File: config.mk
export PLATFORM = sky130hd
export DESIGN_NAME = iter_divider
export DESIGN_NICKNAME = d
export VERILOG_FILES = /design/src/rtl/iter_divider.sv
export SDC_FILE = /design/constraint.sdc
export NUM_CORES = 1
export LEC_CHECK = 0
export ABC_AREA = 1
export BUFFER_PORTS_ARGS = -buffer_cell sky130_fd_sc_hd__buf_2
export CAP_MARGIN = 10
export CORE_UTILIZATION = 45
export DETAILED_ROUTE_END_ITERATION = 8
export HOLD_SLACK_MARGIN = 0.1
export PLACE_DENSITY = 0.69
export SLEW_MARGIN = 15
export SYNTH_ARGS = -nofsm -noshare
export SYNTH_HDL_FRONTEND = slang
export SYNTH_SLANG_ARGS = --single-unit
File: constraint.sdc
create_clock -name Clk -period 4.4 [get_ports Clk]
set_input_delay 0.66 -clock Clk [delete_from_list [all_inputs] [get_ports Clk]]
set_output_delay 0.66 -clock Clk [all_outputs]
set_load 0.05 [all_outputs]
File: src/rtl/iter_divider.sv
// Multi-cycle radix-2 restoring unsigned divider.
// Accepts one {dividend, divisor} pair when idle and returns {quotient, remainder}
// WIDTH+1 clock edges later as a one-cycle Dout_valid pulse.
// Ports:
//   Clk, Rst_n                      clock, asynchronous active-low reset
//   Divisor_valid/Divisor_data      divisor operand
//   Dividend_valid/Dividend_data    dividend operand (accepted only together with divisor)
//   Ready                           high while idle; operands accepted this cycle
//   Dout_valid                      one-cycle pulse marking a new result
//   Dout_data                       {quotient, remainder}, held until the next result
//   Div_zero                        operation was started with a zero divisor
module iter_divider #(
    parameter int unsigned WIDTH = 32
) (
    input  logic                 Clk,
    input  logic                 Rst_n,
    input  logic                 Divisor_valid,
    input  logic [WIDTH-1:0]     Divisor_data,
    input  logic                 Dividend_valid,
    input  logic [WIDTH-1:0]     Dividend_data,
    output logic                 Ready,
    output logic                 Dout_valid,
    output logic [2*WIDTH-1:0]   Dout_data,
    output logic                 Div_zero
);

    localparam int unsigned CNT_W = $clog2(WIDTH + 1);

    typedef enum logic [1:0] {
        IDLE = 2'd0,
        CALC = 2'd1,
        DONE = 2'd2
    } state_t;

    state_t             state;
    state_t             state_nxt;
    logic [WIDTH-1:0]   rem;
    logic [WIDTH-1:0]   quo;
    logic [WIDTH-1:0]   dvsr;
    logic [CNT_W-1:0]   cnt;

    logic               accept_c;
    logic               last_c;
    logic [WIDTH:0]     shifted_c;
    logic [WIDTH:0]     diff_c;
    logic               borrow_c;
    logic [WIDTH-1:0]   rem_step_c;
    logic [WIDTH-1:0]   quo_step_c;

    assign Ready    = (state == IDLE);
    assign accept_c = (state == IDLE) && Divisor_valid && Dividend_valid;
    assign last_c   = (cnt == CNT_W'(1));

    // One restoring step. The shifted remainder keeps its top bit so that values
    // >= 2^(WIDTH-1) against a large divisor are not truncated; a negative
    // difference always shows up in bit WIDTH because |diff| < 2^WIDTH.
    assign shifted_c  = {rem, quo[WIDTH-1]};
    assign diff_c     = shifted_c - {1'b0, dvsr};
    assign borrow_c   = diff_c[WIDTH];
    assign rem_step_c = borrow_c ? shifted_c[WIDTH-1:0] : diff_c[WIDTH-1:0];
    assign quo_step_c = {quo[WIDTH-2:0], ~borrow_c};

    // State register
    always_ff @(posedge Clk or negedge Rst_n) begin
        if (!Rst_n) begin
            state <= IDLE;
        end else begin
            state <= state_nxt;
        end
    end

    // Next-state logic
    always_comb begin
        state_nxt = state;
        unique case (state)
            IDLE:    if (accept_c) state_nxt = CALC;
            CALC:    if (last_c)   state_nxt = DONE;
            DONE:    state_nxt = IDLE;
            default: state_nxt = IDLE;
        endcase
    end

    // Datapath and registered outputs
    always_ff @(posedge Clk or negedge Rst_n) begin
        if (!Rst_n) begin
            rem        <= '0;
            quo        <= '0;
            dvsr       <= '0;
            cnt        <= '0;
            Dout_valid <= 1'b0;
            Dout_data  <= '0;
            Div_zero   <= 1'b0;
        end else begin
            // Pulse on the DONE -> IDLE edge so the next op can be accepted right away
            Dout_valid <= (state == DONE);
            unique case (state)
                IDLE: begin
                    if (accept_c) begin
                        rem      <= '0;
                        quo      <= Dividend_data;
                        dvsr     <= Divisor_data;
                        cnt      <= CNT_W'(WIDTH);
                        Div_zero <= (Divisor_data == '0);
                    end
                end
                CALC: begin
                    rem <= rem_step_c;
                    quo <= quo_step_c;
                    cnt <= cnt - CNT_W'(1);
                    if (last_c) begin
                        Dout_data <= {quo_step_c, rem_step_c};
                    end
                end
                default: begin
                end
            endcase
        end
    end

endmodule

==> summary.md, run 1 <==
| Metric | Value |
|---|---|
| Worst-path clk slew | `approximately 70 ps` |
| Worst Path Buf+Inv | `2` |
| Htree depth | `4` |
| Detailed Place HPWL | `20300 um` |
| First-pass GRT wire length | `around 45000 um` |
| Yosys top cell area share | `42.9%` |
| Ranking of synthesized cells by area | `dfrtp_1, nand2_1, inv_1, nand3_1, ha_1` |
| Final ANT Viol Nets | `0` |
| CTS Sinks | `170` |
| Final setup viols | `0` |
| Chip width | `151 um` |
| Clk_lat worst skew | `430 ps` |
| Synth cell count leaders | `nand2_1, inv_1, dfrtp_1` |
| GRT overflow | `0` |
| Pin slew with the least headroom to its limit | `1060 ps` |
| Critical-path cell list | `inv_1 > ha_1 > inv_1 > fa_1 > nand2_1 > nand2_1 > nand3_2 > nand2_2 > nand2_2 > nand2_2 > nand2_2 > nand3_4 > nand2_8 > nand2_1 > nand2_1 > nand2_1 > nand2_1` |
| Max incr delay on CP | `430 ps` |
| WP data arrival | `3460 ps` |
| Post-Syn Area | `9920 um^2` |
| Vias/cell | `just over 5` |
| EDFF count, synth | `0` |
| Core outline area | `21400 um^2` |
| Final clock skew | `11.0 ps` |
| # diodes | `0` |
| Cts hold-fix bufs | `0` |
| YS warnings | `0` |
| Worst setup EP type | `flip-flop` |
| Final layout net count | `1577` |
| Share of layout cells above drive strength 1 | `13.6%` |
| Area leader, netlist | `dfrtp_1` |
| Fin util | `53.2%` |
| Avg WL per Cell | `~16 um` |
| Reg-to-reg slack, setup | `1310 ps` |
| Crit start category | `flip-flop` |
| Initial antenna violation count | `0` |
| Crit path time final | `3090 ps` |
| Final Wtd Congestion | `0.992` |
| Die area | `roughly 23000 um^2` |
| CTS tree | `done` |
| Final hold violation count | `0` |
| Min-Delay Path Class | `in2async` |
| Status | `complete, no violations` |
| TNS Setup | `0 ps` |
| Tcrit/Tclk final | `70.3%` |
| Critical Path Most Common Cell | `nand2_1` |
| Vias in the first global route | `8641` |
| Row count | `53` |
| RSZ-0062 raised after global routing | `false` |
| Post-synthesis register bit count | `170` |
| Post-CTS setup buffers | `0` |
| Reg2reg end | `Dout_data[26]$_DFFE_PN0P_` |
| Total number of vias | `9107` |
| Cells after synthesis | `1363` |
| GRT Util Overall | `between 20% and 30%` |
| Max cap viols | `0` |
| Starting Density | `46.5%` |
| Post_cts resized | `0` |
| Post-synth ARST share | `100%` |
| Family with the most delay on the worst path | `simple AND/OR/NAND/NOR gates` |
| Post-Syn Area per Cell | `between 7 and 8 um^2` |
| Fmax | `323 MHz` |
| DRC violations left | `0` |
| Clock Tree Buf Depth | `2` |
| Cell with the most instances after synthesis | `nand2_1` |
| Die height | `151 um` |
| Initial DRC count | `664` |
| CP max-delay cell | `fa_1` |
| Worst r2r path cells | `17` |
| Req. time, crit path | `4770 ps` |
| Routed WL | `between 20000 and 30000 um` |
| DRT Pass-1 Iters | `5` |
| Worst Path Max Fanout | `34` |
| Area grow syn2layout | `14.6%` |
| Clock root buffer master | `clkbuf_16` |
| PortBufs | `134` |
| Unique masters post-synth | `39` |
| Part of the Yosys area used for sequential elements | `42.9%` |
| Pin count of the biggest net entering global routing | `81` |
| Mapped Nets | `around 1500` |
| Ports | `135` |
| Commonest register cell after synthesis | `dfrtp_1` |
| Total CTS buffers | `17` |
| Reg2reg start | `quo[31]$_DFFE_PN0P_` |
| Crit Path Class | `reg2reg` |
| Slew headroom | `29.2%` |
| Pins Over Slew Limit | `0` |
cell type report:
| class | instances | area, um^2 |
|---|---|---|
| Fill cell | 2121 | 9990 |
| Multi-Input combinational cell | 922 | 4600 |
| Sequential cell | 170 | 4250 |
| Inverter | 219 | 822 |
| Timing Repair Buffer | 144 | 752 |
| Clock buffer | 17 | 425 |
| Tap cell | 275 | 344 |
| Clock inverter | 15 | 174 |
metrics by stage:
stage / instances / hold slack, ps / setup slack (ps) / instance area, um^2
6_report: 1762 / 213 / 1310 / 11400
5_1_grt: 1762 / 257 / 1110 / 11400
4_1_cts: 1762 / 227 / 1340 / 11400
3_5_place_dp: 1730 / 460 / 1390 / 10800
3_3_place_gp: 1730 / 459 / 1420 / 10800
2_1_floorplan: 1363 / 364 / 2180 / 9920
layout by cell type (no fill, tap or decap), types with 4 or more instances in the layout:
cell type,n
nand2_2,10
nor2_1,68
buf_4,10
o221ai_1,31
nor4_1,5
nand2_1,483
a21oi_1,45
ha_1,34
inv_6,4
nand3b_1,24
inv_2,5
and2_1,7
inv_1,213
nand3_1,87
xnor2_1,14
buf_2,133
clkbuf_16,17
nor3_1,6
nand4_1,45
dfrtp_1,170
inv_8,5
o21ai_0,42
state kept, by name, summed over array words and instances, names as in the netlist:
name / flops
Div_zero: 1
Dout_data: 64
Dout_valid: 1
cnt: 6
dvsr: 32
quo: 32
rem: 32
state: 2
how the worst max path moves through the flow:
| stage | depth (start not counted) | end | from | slack, ps |
|---|---|---|---|---|
| after global routing | 17 | Dout_data[26]$_DFFE_PN0P_ | quo[31]$_DFFE_PN0P_ | 1110 |
| after detailed placement | 17 | Dout_data[26]$_DFFE_PN0P_ | quo[31]$_DFFE_PN0P_ | 1390 |
| after CTS | 17 | Dout_data[26]$_DFFE_PN0P_ | quo[31]$_DFFE_PN0P_ | 1340 |
| final | 17 | Dout_data[26]$_DFFE_PN0P_ | quo[31]$_DFFE_PN0P_ | 1310 |
| after floorplan | 19 | Dout_data[28]$_DFFE_PN0P_ | quo[31]$_DFFE_PN0P_ | 2180 |
| after global placement | 17 | Dout_data[26]$_DFFE_PN0P_ | quo[31]$_DFFE_PN0P_ | 1420 |
logic make-up (layout without fill, tap and decap cells):
| family | Yosys count | after routing | share of synthesized area (%) |
|---|---|---|---|
| XOR/XNOR | 15 | 15 | 1.32 |
| AO/OA/AOI/OAI | 125 | 125 | 7.67 |
| multiplexers | 2 | 2 | 0.202 |
| AND/OR/NAND/NOR | 745 | 745 | 32.6 |
| adder cells (fa/ha/maj) | 35 | 35 | 4.49 |
| buffers and inverters | 271 | 395 | 10.9 |
| flip-flops | 170 | 170 | 42.9 |
per-layer routing:
layer	global-route usage, %	vias up	routed length [um]
met1	36.4	4269	13000
li1	-	4533	-
met3	5.73	33	1820
met4	7.47	0	550
met5	0	-	0
met2	39.1	272	12300
Power of run 1 is not shown: default switching activity piles up to over one toggle a cycle in this logic, so the estimate is an artifact.
==> inputs of run 2 (changes only) <==
PLACE_DENSITY = 0.71   (was 0.69)
clock period = 2.6 ns   (was 4.4 ns; I/O delays follow)
==> run 2 against run 1 <==
Net effect: sequential cell count unchanged; design area increased by 2.2%; die area unchanged; critical path depth decreased by 5; utilization increased by 1.2 points; clock skew increased by 1.4 ps; setup slack got worse by 1200 ps; maximum frequency increased by 25%; worst hold slack got worse by 14 ps; non-clock buffer count increased by 16; final cell count increased by 0.96%; via count increased by 0.97%; highest routed layer unchanged.
==> summary.md, run 2 (synthesis gave the netlist of run 1 again) <==
| Metric | Value |
|---|---|
| Status | `complete, no violations` |
| Initial antenna violation count | `0 (unchanged)` |
| CTS tree | `done` |
| Die area | `22700 um^2 (unchanged)` |
| Avg WL per Cell | `15.6 um (-0.53%)` |
| PortBufs | `134 (unchanged)` |
| Final setup viols | `0 (unchanged)` |
| Pin count of the biggest net entering global routing | `70 (-14%)` |
| Crit path time final | `2480 ps (-613 ps)` |
| CP max-delay cell | `dfrtp_1` |
| Die height | `151 um (unchanged)` |
| Reg2reg start | `rem[25]$_DFFE_PN0P_` |
| Most frequent cells in the layout | `nand2_1, inv_1, dfrtp_1` |
| GRT Util Overall | `25.6% (-0.072 points)` |
| Critical Path Most Common Cell | `nand2_1` |
| Biggest register | `Dout_data` |
| Slew headroom | `56.9% (+28 points)` |
| Clock root buffer master | `clkbuf_16` |
| Ports | `135 (unchanged)` |
| Fmax | `403 MHz (+25%)` |
| Chip width | `151 um (unchanged)` |
| TNS Setup | `0 ps (unchanged)` |
| Worst setup EP type | `flip-flop` |
| Crit start category | `flip-flop` |
| Vias/cell | `5.17 (about the same)` |
| Max FFs per register | `64 (unchanged)` |
| CTS Sinks | `170 (unchanged)` |
| Pins Over Slew Limit | `0 (unchanged)` |
| Worst r2r path cells | `12 (-5)` |
| Routed length on met3 | `2140 um (+17%)` |
| Worst-path clk slew | `80 ps (about the same)` |
| Fin worst setup slack | `121 ps (-1190 ps)` |
| Vias in the first global route | `8924 (+3.3%)` |
| Total number of vias | `9195 (+0.97%)` |
| Hold Crit Endpoint | `quo[14]$_DFFE_PN0P_` |
| Beginning of the worst hold path | `Dividend_data[14]` |
| Final ANT Viol Nets | `0 (unchanged)` |
| Reg-to-reg slack, setup | `120 ps (-1190 ps)` |
| Tcrit/Tclk final | `95.3% (+25 points)` |
| Hold path depth | `3` |
| Clock Tree Buf Depth | `2 (unchanged)` |
| Clk_lat worst skew | `440 ps (about the same)` |
| Fill count | `2074 (-2.2%)` |
| Min-Delay Path Class | `in2reg` |
| Post-CTS setup buffers | `0 (unchanged)` |
| Core outline area | `21400 um^2 (unchanged)` |
| Final Wtd Congestion | `0.942 (-5.1%)` |
| Routed WL | `27800 um (+0.43%)` |
| WP data arrival | `2800 ps (-660 ps)` |
| Routed wl met2 | `12500 um (+1.9%)` |
| Final clock skew | `12.4 ps (+1.40 ps)` |
| Worst Path Max Fanout | `17 (-50%)` |
| Max cap viols | `0 (unchanged)` |
| Dpl ws | `109 ps (-1280 ps)` |
| First-pass GRT wire length | `44800 um (about the same)` |
| Leading cell type in the layout, fill and taps excluded | `nand2_1` |
| Starting Density | `46.5% (unchanged)` |
| Metal-1 WL | `12700 um (-2.8%)` |
| Critical-path cell list | `ha_1 > nand2_1 > nor2_1 > nand2_1 > nor2_1 > nand2_2 > nand2_2 > nand2_8 > nand2_4 > nand2_1 > nand3_1 > nand2_1` |
| Top Metal Used | `met4` |
| Initial DRC count | `638 (-3.9%)` |
| GRT overflow | `0 (unchanged)` |
| Total CTS buffers | `17 (unchanged)` |
| Row count | `53 (unchanged)` |
| Final hold violation count | `0 (unchanged)` |
| Reg2reg end | `Dout_data[21]$_DFFE_PN0P_` |
| Max incr delay on CP | `450 ps (+20 ps)` |
| DRC violations left | `0 (unchanged)` |
| DRT Pass-1 Iters | `5 (unchanged)` |
| Area grow syn2layout | `17.1%` |
| Req. time, crit path | `2920 ps (-1850 ps)` |
| Final layout net count | `1594 (+1.1%)` |
| Crit Path Class | `reg2reg` |
| # diodes | `0 (unchanged)` |
| Detailed Place HPWL | `20400 um (+0.71%)` |
| Share of layout cells above drive strength 1 | `14.8% (+1.2 points)` |
| RSZ-0062 raised after global routing | `true` |
| Pin slew with the least headroom to its limit | `646 ps (-415 ps)` |
| Htree depth | `4 (unchanged)` |
run 2: cell types whose count changed in the layout (fill, tap and decap cells not counted), sizes merged:
cell,before,now
clkinvlp,2,0
nand2,495,496
clkbuf,17,18
clkinv,4,7
bufinv,1,0
dlygate4sd3,0,1
buf,144,158
run 2: worst max-delay path by stage:
stage / from / endpoint / cells past startpoint
floorplan: quo[31]$_DFFE_PN0P_ / Dout_data[28]$_DFFE_PN0P_ / 19
global placement: quo[31]$_DFFE_PN0P_ / Dout_data[31]$_DFFE_PN0P_ / 18
detailed placement: quo[31]$_DFFE_PN0P_ / Dout_data[24]$_DFFE_PN0P_ / 17
CTS: quo[31]$_DFFE_PN0P_ / Dout_data[21]$_DFFE_PN0P_ / 17
global route: quo[31]$_DFFE_PN0P_ / rem[14]$_DFFE_PN0P_ / 17
finish: rem[25]$_DFFE_PN0P_ / Dout_data[21]$_DFFE_PN0P_ / 12
run 2: cell type report:
cell class | count | area, um^2 | share of cell area (%)
inverter | 219 | 822 | 7.08
clock inverter | 15 | 209 | 1.80
multi-input combinational | 923 | 4630 | 39.9
clock buffer | 17 | 425 | 3.66
timing repair buffer | 160 | 933 | 8.03
tap | 275 | 344 | 2.96
sequential | 170 | 4250 | 36.6
run 2: routing by layer:
metal  track usage, %  up-vias
met5                0        -
met4             7.27        0
met3             5.79       39
met2             40.4      290
met1             35.2     4287
li1                 -     4579
run 2: critical path, delay by kind of cell, from the launching register on:
| family | cells | cell delay (ps) |
|---|---|---|
| fa+ha+maj | 1 | 430 |
| flops | 1 | 450 |
| simple gates | 11 | 1490 |
run 2: through the flow:
stage | cells | utilization (%) | hold WS, ps | instance area, um^2
3_3_place_gp | 1744 | 51.0 | 398 | 10900
2_1_floorplan | 1363 | - | 94.4 | 9920
6_report | 1779 | 54.4 | 200 | 11600
4_1_cts | 1777 | 54.0 | 188 | 11500
3_5_place_dp | 1744 | 51.0 | 431 | 10900
5_1_grt | 1779 | 54.4 | 213 | 11600
run 2: repair_timing:
| action | 4_1_cts | 5_1_grt |
|---|---|---|
| endpoints found under the setup margin | 0 | 64 |
| hold endpoints to repair | 56 | 0 |
| hold buffers | 1 | 0 |
| resized for setup | 0 | 13 |
Power of run 2 is left out for the same reason.
